==> src/rtl/prog_loader_pkg.sv <==
// Shared definitions for the program loader: FSM encoding and the halt word,
// also used by the CPU's halt detection.
package prog_loader_pkg;

    typedef enum logic [2:0] {
        IDLE  = 3'd0,
        HI    = 3'd1,
        LO    = 3'd2,
        WRITE = 3'd3,
        DONE  = 3'd4,
        ERR   = 3'd5
    } loader_state_e;

    localparam logic [15:0] HALT_WORD = 16'h0000;

    function automatic logic is_halt(input logic [15:0] word);
        return word == HALT_WORD;
    endfunction

endpackage

==> src/rtl/prog_loader_if.sv <==
// Byte-stream input and instruction-memory write bus of the program loader.
interface prog_loader_if #(
    parameter int ADDR_W = 8
);
    logic              byte_valid;
    logic [7:0]        byte_data;
    logic              byte_ready;
    logic              mem_we;
    logic [ADDR_W-1:0] mem_addr;
    logic [15:0]       mem_wdata;

    modport slave (
        input  byte_valid, byte_data,
        output byte_ready, mem_we, mem_addr, mem_wdata
    );

    modport master (
        output byte_valid, byte_data,
        input  byte_ready, mem_we, mem_addr, mem_wdata
    );
endinterface

==> src/rtl/prog_loader_byte_pack16.sv <==
// Assembles two bytes, high byte first, into one 16-bit instruction word.
module byte_pack16 (
    input  logic        clk,
    input  logic        rst_n,
    input  logic        latch_hi,
    input  logic        latch_lo,
    input  logic [7:0]  byte_data,
    output logic [15:0] word
);
    logic [15:0] word_q, word_d;

    always_comb begin
        word_d = word_q;
        if (latch_hi) word_d[15:8] = byte_data;
        if (latch_lo) word_d[7:0]  = byte_data;
    end

    // NOTE: reset is synchronous (sampled on the clock edge) and state uses
    // non-blocking assignments so every flop updates from pre-edge values.
    always_ff @(posedge clk) begin
        if (!rst_n) word_q <= '0;
        else        word_q <= word_d;
    end

    assign word = word_q;
endmodule

==> src/rtl/prog_loader.sv <==
// Loads a byte stream into instruction memory as 16-bit words until a halt
// word is written (done) or memory fills without one (err).
module prog_loader
    import prog_loader_pkg::*;
#(
    parameter int DEPTH  = 256,
    parameter int ADDR_W = 8
) (
    input  logic              clk,
    input  logic              rst_n,
    input  logic              start,
    prog_loader_if.slave      bus,
    output logic              busy,
    output logic              done,
    output logic              err,
    output logic [ADDR_W:0]   word_count
);
    localparam logic [ADDR_W-1:0] LAST_ADDR = ADDR_W'(DEPTH - 1);

    loader_state_e     state_q, state_d;
    logic [ADDR_W-1:0] mem_addr_q, mem_addr_d;
    logic [ADDR_W:0]   word_count_q, word_count_d;
    logic              byte_ready;
    logic              transfer;
    logic              latch_hi, latch_lo;
    logic [15:0]       word;

    assign byte_ready = (state_q == HI) || (state_q == LO);
    assign transfer   = bus.byte_valid && byte_ready;

    // NOTE: every signal gets a default before the case so no path leaves it
    // unassigned, which would otherwise infer a latch.
    always_comb begin
        state_d      = state_q;
        mem_addr_d   = mem_addr_q;
        word_count_d = word_count_q;
        latch_hi     = 1'b0;
        latch_lo     = 1'b0;
        case (state_q)
            IDLE, DONE, ERR: begin
                if (start) begin
                    state_d      = HI;
                    mem_addr_d   = '0;
                    word_count_d = '0;
                end
            end
            HI: begin
                if (transfer) begin
                    latch_hi = 1'b1;
                    state_d  = LO;
                end
            end
            LO: begin
                if (transfer) begin
                    latch_lo = 1'b1;
                    state_d  = WRITE;
                end
            end
            WRITE: begin
                word_count_d = word_count_q + 1'b1;
                // Halt check wins over the full check so a halt in the last slot is a clean finish.
                if (is_halt(word))              state_d = DONE;
                else if (mem_addr_q == LAST_ADDR) state_d = ERR;
                else begin
                    mem_addr_d = mem_addr_q + 1'b1;
                    state_d    = HI;
                end
            end
            default: state_d = IDLE;
        endcase
    end

    always_ff @(posedge clk) begin
        if (!rst_n) begin
            state_q      <= IDLE;
            mem_addr_q   <= '0;
            word_count_q <= '0;
        end else begin
            state_q      <= state_d;
            mem_addr_q   <= mem_addr_d;
            word_count_q <= word_count_d;
        end
    end

    byte_pack16 u_pack (
        .clk       (clk),
        .rst_n     (rst_n),
        .latch_hi  (latch_hi),
        .latch_lo  (latch_lo),
        .byte_data (bus.byte_data),
        .word      (word)
    );

    assign bus.byte_ready = byte_ready;
    assign bus.mem_we     = (state_q == WRITE);
    assign bus.mem_addr   = mem_addr_q;
    assign bus.mem_wdata  = word;
    assign busy           = (state_q == HI) || (state_q == LO) || (state_q == WRITE);
    assign done           = (state_q == DONE);
    assign err            = (state_q == ERR);
    assign word_count     = word_count_q;
endmodule

==> src/flat_wrapper.sv <==
// flat-port wrapper written by rule: the top's interface ports become plain ports
module prog_loader_flat import prog_loader_pkg::*;
#(
    parameter int DEPTH  = 256,
    parameter int ADDR_W = 8
)
  (clk, rst_n, start, busy, done, err, word_count, bus_byte_valid, bus_byte_data, bus_byte_ready, bus_mem_we, bus_mem_addr, bus_mem_wdata);
  prog_loader_if #(.ADDR_W(ADDR_W)) bus_i ();
  input  logic clk;
  input  logic rst_n;
  input  logic start;
  output logic busy;
  output logic done;
  output logic err;
  output logic [ADDR_W:0] word_count;
  input wire logic [$bits(bus_i.byte_valid)-1:0] bus_byte_valid;
  input wire logic [$bits(bus_i.byte_data)-1:0] bus_byte_data;
  output wire logic [$bits(bus_i.byte_ready)-1:0] bus_byte_ready;
  output wire logic [$bits(bus_i.mem_we)-1:0] bus_mem_we;
  output wire logic [$bits(bus_i.mem_addr)-1:0] bus_mem_addr;
  output wire logic [$bits(bus_i.mem_wdata)-1:0] bus_mem_wdata;
  assign bus_i.byte_valid = bus_byte_valid;
  assign bus_i.byte_data = bus_byte_data;
  assign bus_byte_ready = bus_i.byte_ready;
  assign bus_mem_we = bus_i.mem_we;
  assign bus_mem_addr = bus_i.mem_addr;
  assign bus_mem_wdata = bus_i.mem_wdata;
  prog_loader #(.DEPTH(DEPTH), .ADDR_W(ADDR_W)) u_core (.clk(clk), .rst_n(rst_n), .start(start), .bus(bus_i), .busy(busy), .done(done), .err(err), .word_count(word_count));
endmodule
==> config.mk <==
export PLATFORM = sky130hd
export DESIGN_NAME = prog_loader_flat
export DESIGN_NICKNAME = d
export VERILOG_FILES = /design/src/rtl/prog_loader_pkg.sv /design/src/rtl/prog_loader_if.sv /design/src/rtl/prog_loader_byte_pack16.sv /design/src/rtl/prog_loader.sv /design/src/flat_wrapper.sv
export SDC_FILE = /design/constraint.sdc
export NUM_CORES = 1
export LEC_CHECK = 0
export CAP_MARGIN = 5
export CORE_MARGIN = 1.5
export CORE_UTILIZATION = 49
export CTS_BUF_LIST = sky130_fd_sc_hd__clkbuf_8
export CTS_CLUSTER_DIAMETER = 150
export DETAILED_ROUTE_END_ITERATION = 16
export PLACE_DENSITY = 0.81
export RECOVER_POWER = 25
export SLEW_MARGIN = 20
export SYNTH_ARGS = -nofsm -noshare
export SYNTH_HDL_FRONTEND = slang
export SYNTH_HIERARCHICAL = 1
export SYNTH_SLANG_ARGS = --single-unit
export TNS_END_PERCENT = 5
==> constraint.sdc <==
create_clock -name clk -period 2.5 [get_ports clk]
set_input_delay 0.5 -clock clk [delete_from_list [all_inputs] [get_ports clk]]
set_output_delay 0.5 -clock clk [all_outputs]
set_load 0.01 [all_outputs]
# Word-level counts from Yosys, hierarchy flattened

Index checks and enable logic that the tools add are counted.

Flip-flop bits (word level): 36
Input port bits: 12
Logic and storage cells: 43

Multiplexer cells: 15
Equality and inequality tests: 11
$add $sub $neg: 2
Reduce and logical (&&, ||, !) cells: 10

Operator list:

| operator            | count |
|---|---|
| $mux 8              | 3 |
| $pmux 9 s2          | 1 |
| $logic_not 16->1    | 1 |
| $pmux 8 s2          | 1 |
| $mux 3              | 5 |
| $pmux 3 s4          | 1 |
| $add 9x1->9 const B | 1 |
| $mux 9              | 1 |
| $add 8x1->8 const B | 1 |
| $eq 8x8->1 const B  | 1 |
| $eq 3x2->1 const B  | 2 |
| $eq 3x3->1 const B  | 2 |
| $ne 2x2->1 const B  | 3 |
| $ne 2x1->1 const B  | 2 |
| $reduce_and 4->1    | 1 |
| $eq 3x1->1 const B  | 1 |
| $logic_not 3->1     | 1 |
| $mux 1              | 3 |
| $reduce_and 3->1    | 1 |
| $reduce_or 3->1     | 1 |
| $logic_or 1x1->1    | 2 |
| $reduce_and 2->1    | 1 |
| $reduce_bool 2->1   | 1 |
| $logic_and 1x1->1   | 1 |

# Depth between registers and ports, before layout

Depth in word-level cells: 5
Mapped depth: 6

# Modules after synthesis

The synthesis kept the hierarchy.

Modules (own cells, without submodules):

| module      | area each (um^2) | times used | cells each |
|---|---|---|---|
| prog_loader | 1213.7           | 1          | 152 |
| byte_pack16 | 608.1            | 1          | 51 |

# Least setup slack after synthesis

OpenSTA, ideal clock, no wires.

Path type: register -> register
Start point: register u_core.u_pack.word_q[1] (netlist: u_core/u_pack/word[1])
End point: register u_core.mem_addr_q[0] (netlist: u_core/bus.mem_addr[0])
Slack: 0.615 ns
Stages on the path, launching flop included: 6
Clock period less this slack: 1.885 ns
Data arrival time: 1.814 ns
Setup time: 0.072 ns
Cells stage by stage: dfxtp_1 > or4_4 > or4_1 > buf_2 > nand3_2 > mux2i_1

Cells in the longest elaborated chain, start to end: 3

RTL lines:

| element                           | line                          | text |
|---|---|---|
| start: declaration                | prog_loader_byte_pack16.sv:10 | `logic [15:0] word_q, word_d;` |
| start signal: assignment          | prog_loader_byte_pack16.sv:22 | `else word_q <= word_d;` |
| $logic_not 16->1                  | prog_loader_pkg.sv:17         | `return word == HALT_WORD;` |
| $ne 2x2->1 (no source line)       | --                            |  |
| $reduce_and 4->1 (no source line) | --                            |  |
| end signal: assignment            | prog_loader.sv:80             | `mem_addr_q <= mem_addr_d;` |
| end: declaration                  | prog_loader.sv:21             | `logic [ADDR_W-1:0] mem_addr_q, mem_addr_d;` |

Every way passes these cells.
A chain may end at the register's enable or synchronous reset.

# Worst setup path in the final report

Start point: register u_core.state_q[0]
End point: output bus_mem_we

Cells in the longest elaborated chain, start to end: 1

RTL lines:

| element                  | line               | text |
|---|---|---|
| start: declaration       | prog_loader.sv:20  | `loader_state_e state_q, state_d;` |
| start signal: assignment | prog_loader.sv:79  | `state_q <= state_d;` |
| $eq 3x2->1               | prog_loader.sv:95  | `assign bus.mem_we = (state_q == WRITE);` |
| end: declaration         | flat_wrapper.sv:19 | `output wire logic [$bits(bus_i.mem_we)-1:0] bus_mem_we;` |

Every way passes these cells.

==> metrics.yaml <==
grt.busiest_layer: "met2"
syn_inst: 203
fin_util_pct: 71.21
clockBufferDepth: 2
outcome: "finished clean"
synth_warnings: 6
fin_crit_sh_pct: 89.26
grt_pass1_wl_um: 6831
first_iter_violations: 141
place_ws_ps: 487.8
cts_setup_buffers: 0
path_cells: "nand3b_1, clkinv_1, clkdlybuf4s50_1"
skew_ps: 7.321
cts_tree: "yes"
critPathArrivalTime_ps: 1730
drc: 0
antenna_found_initial: 0
clkLatencyLatePin_ps: 290
syn_area_per_cell_um2: 8.974
worstHoldPathType: "reg -> reg"
use_met2_pct: 32.81
vias_per_cell: 5.536
drive_above_1_share_pct: 7.031
slew_headroom_pct: 58.21
gr-usage-all-layers_pct: 20.91
synth_seq_cells: 36
syn_nets: 217
finalNetCount: 269
synth_top_flop_cell: "dfxtp_1"
crit_family: "buffers and inverters"
placed_area_mm2: 0.002355
hpwlAfterDp_um: 3120
maxCapViolCount: 0
place_congestion: 0.8864
synth_cell_types: 42
final-seq-area_um2: 720.7
grt.overflow.total: 0
critPathMaxStageDelay_ps: 570
grt_max_degree: 22
crit_fanout: 11
leakagePower_nw: 0.8315
slew_violations: 0
wl_per_cell_um: 14.25
die-area_mm2: 0.004093
mostFrequentLayoutCell: "clkdlybuf4s50_1"
final_cell_mix: "clkdlybuf4s50_1, dfxtp_1, mux2i_1, nor2b_1, nand2_1"
synth_async_sr_flop_share_pct: 0
startpoint_type: "flip-flop"
drt_pass1_iterations: 4
syn2layout_area_growth_pct: 34.55
cts_made_buffers: 5
io_pins: 50
final_area_mm2: 0.002451
post_cts_resized: 0
h-tree-depth: 2
dr_total_vias: 1672
clockRootBuffer: "clkbuf_8"
grt_pass1_vias: 1442
synth_edf_count: 0
fin_tns_setup_ps: 0
finalCriticalPeriod_ps: 2231
slowest_stage: "clkdlybuf4s50_1"
path_class: "reg -> out"
fin_ws_ps: 268.5
ys_seq_area_share_pct: 39.56
tightest_slew_ps: 626.9
numPortBuffers: 49
synth.cell_area_mm2: 0.001822
cp.required_ps: 2000
multi_input_area_mm2: 0.001033
crit_buf_inv: 2
fmax_mhz: 448.1
vdd_drop_max_v: 0.0003945
hold_violations: 0
rows: 21
grt_use_met1_pct: 28.73
clkSinkCount: 36
grtUsageMet3_pct: 4.225
r2r_setup_slack_ps: 420
holdBufCountCts: 0
clkTransAtPathRegs_ps: 70
n_fill_cell: 274
finalPower_mw: 1.274
start_util_pct: 52.93
finalSetupViolCount: 0
rsz0062_at_grt: "false"
crit_path_end_kind: "output port"
fp.coreArea_mm2: 0.003442
die_h_um: 63.98
ant_nets: 0
die_x_um: 63.98
wirelength_um: 4304
powerDensity_mw_per_mm2: 519.8
n_antenna_cell: 0
## sequential cells by signal (all words and copies together) (netlist names)
signal / count
u_core/u_pack/word: 16
u_core/bus.mem_addr: 8
u_core/word_count: 9
u_core/state_q: 3
## cell usage after synthesis, types with 4 or more instances
cell type,number,area share [%]
a21oi_1,9,2.5
a31oi_1,4,1.4
and2_1,4,1.4
dfxtp_1,36,40
mux2i_1,22,12
nand2_1,14,2.9
nand2b_1,5,1.7
nand3_1,9,2.5
nor2_1,12,2.5
nor2b_1,19,6.5
nor4_1,4,1.4
o21ai_0,10,2.7
or4_1,5,2.1
## logic make-up (layout without fill, tap and decap cells)
logic type	count (synthesis)	after routing	synth area share, %
simple gates	89	89	27.95
buf+inv	13	66	3.708
compound gates	41	41	15.32
fa+ha+maj	2	2	1.373
mux	22	22	12.09
flops	36	36	39.56
## final timing paths
path | from | to | cells past startpoint
max | u_core/state_q[0]$_SDFFE_PN0P_ | bus_mem_we | 3
min | u_core/word_count[4]$_SDFFE_PN0P_ | u_core/word_count[4]$_SDFFE_PN0P_ | 1
max reg2reg | u_core/state_q[0]$_SDFFE_PN0P_ | u_core/bus.mem_addr[6]$_SDFFE_PN0P_ | 5
min reg2reg | u_core/word_count[4]$_SDFFE_PN0P_ | u_core/word_count[4]$_SDFFE_PN0P_ | 1
## stage by stage
step / instances / hold WS, ps
3_5_place_dp: 294 / 486.7
2_1_floorplan: 203 / 495.8
5_1_grt: 302 / 532.4
3_3_place_gp: 294 / 475.0
4_1_cts: 302 / 502.7
6_report: 302 / 500.8
## routing by layer
layer  up-vias  share of wire [%]
li1        842                  -
met1       770                 48
met2        53                 46
met3         7                5.3
met4         0                1.3
met5         -                  0
## layout make-up
type | instances | share of cell area (%)
well taps | 46 | 2.348
inverters | 4 | 0.6126
clock inverters | 3 | 1.582
repair buffers | 54 | 21.08
clock buffers | 5 | 2.808
flip-flops and latches | 36 | 29.40
multi-input cells | 154 | 42.16
## report_power, final
part	switching (mW)	internal, mW
sequential	0.0147	0.586
combinational	0.0911	0.0862
clock	0.204	0.292
Power figures use the tool's default switching activity.
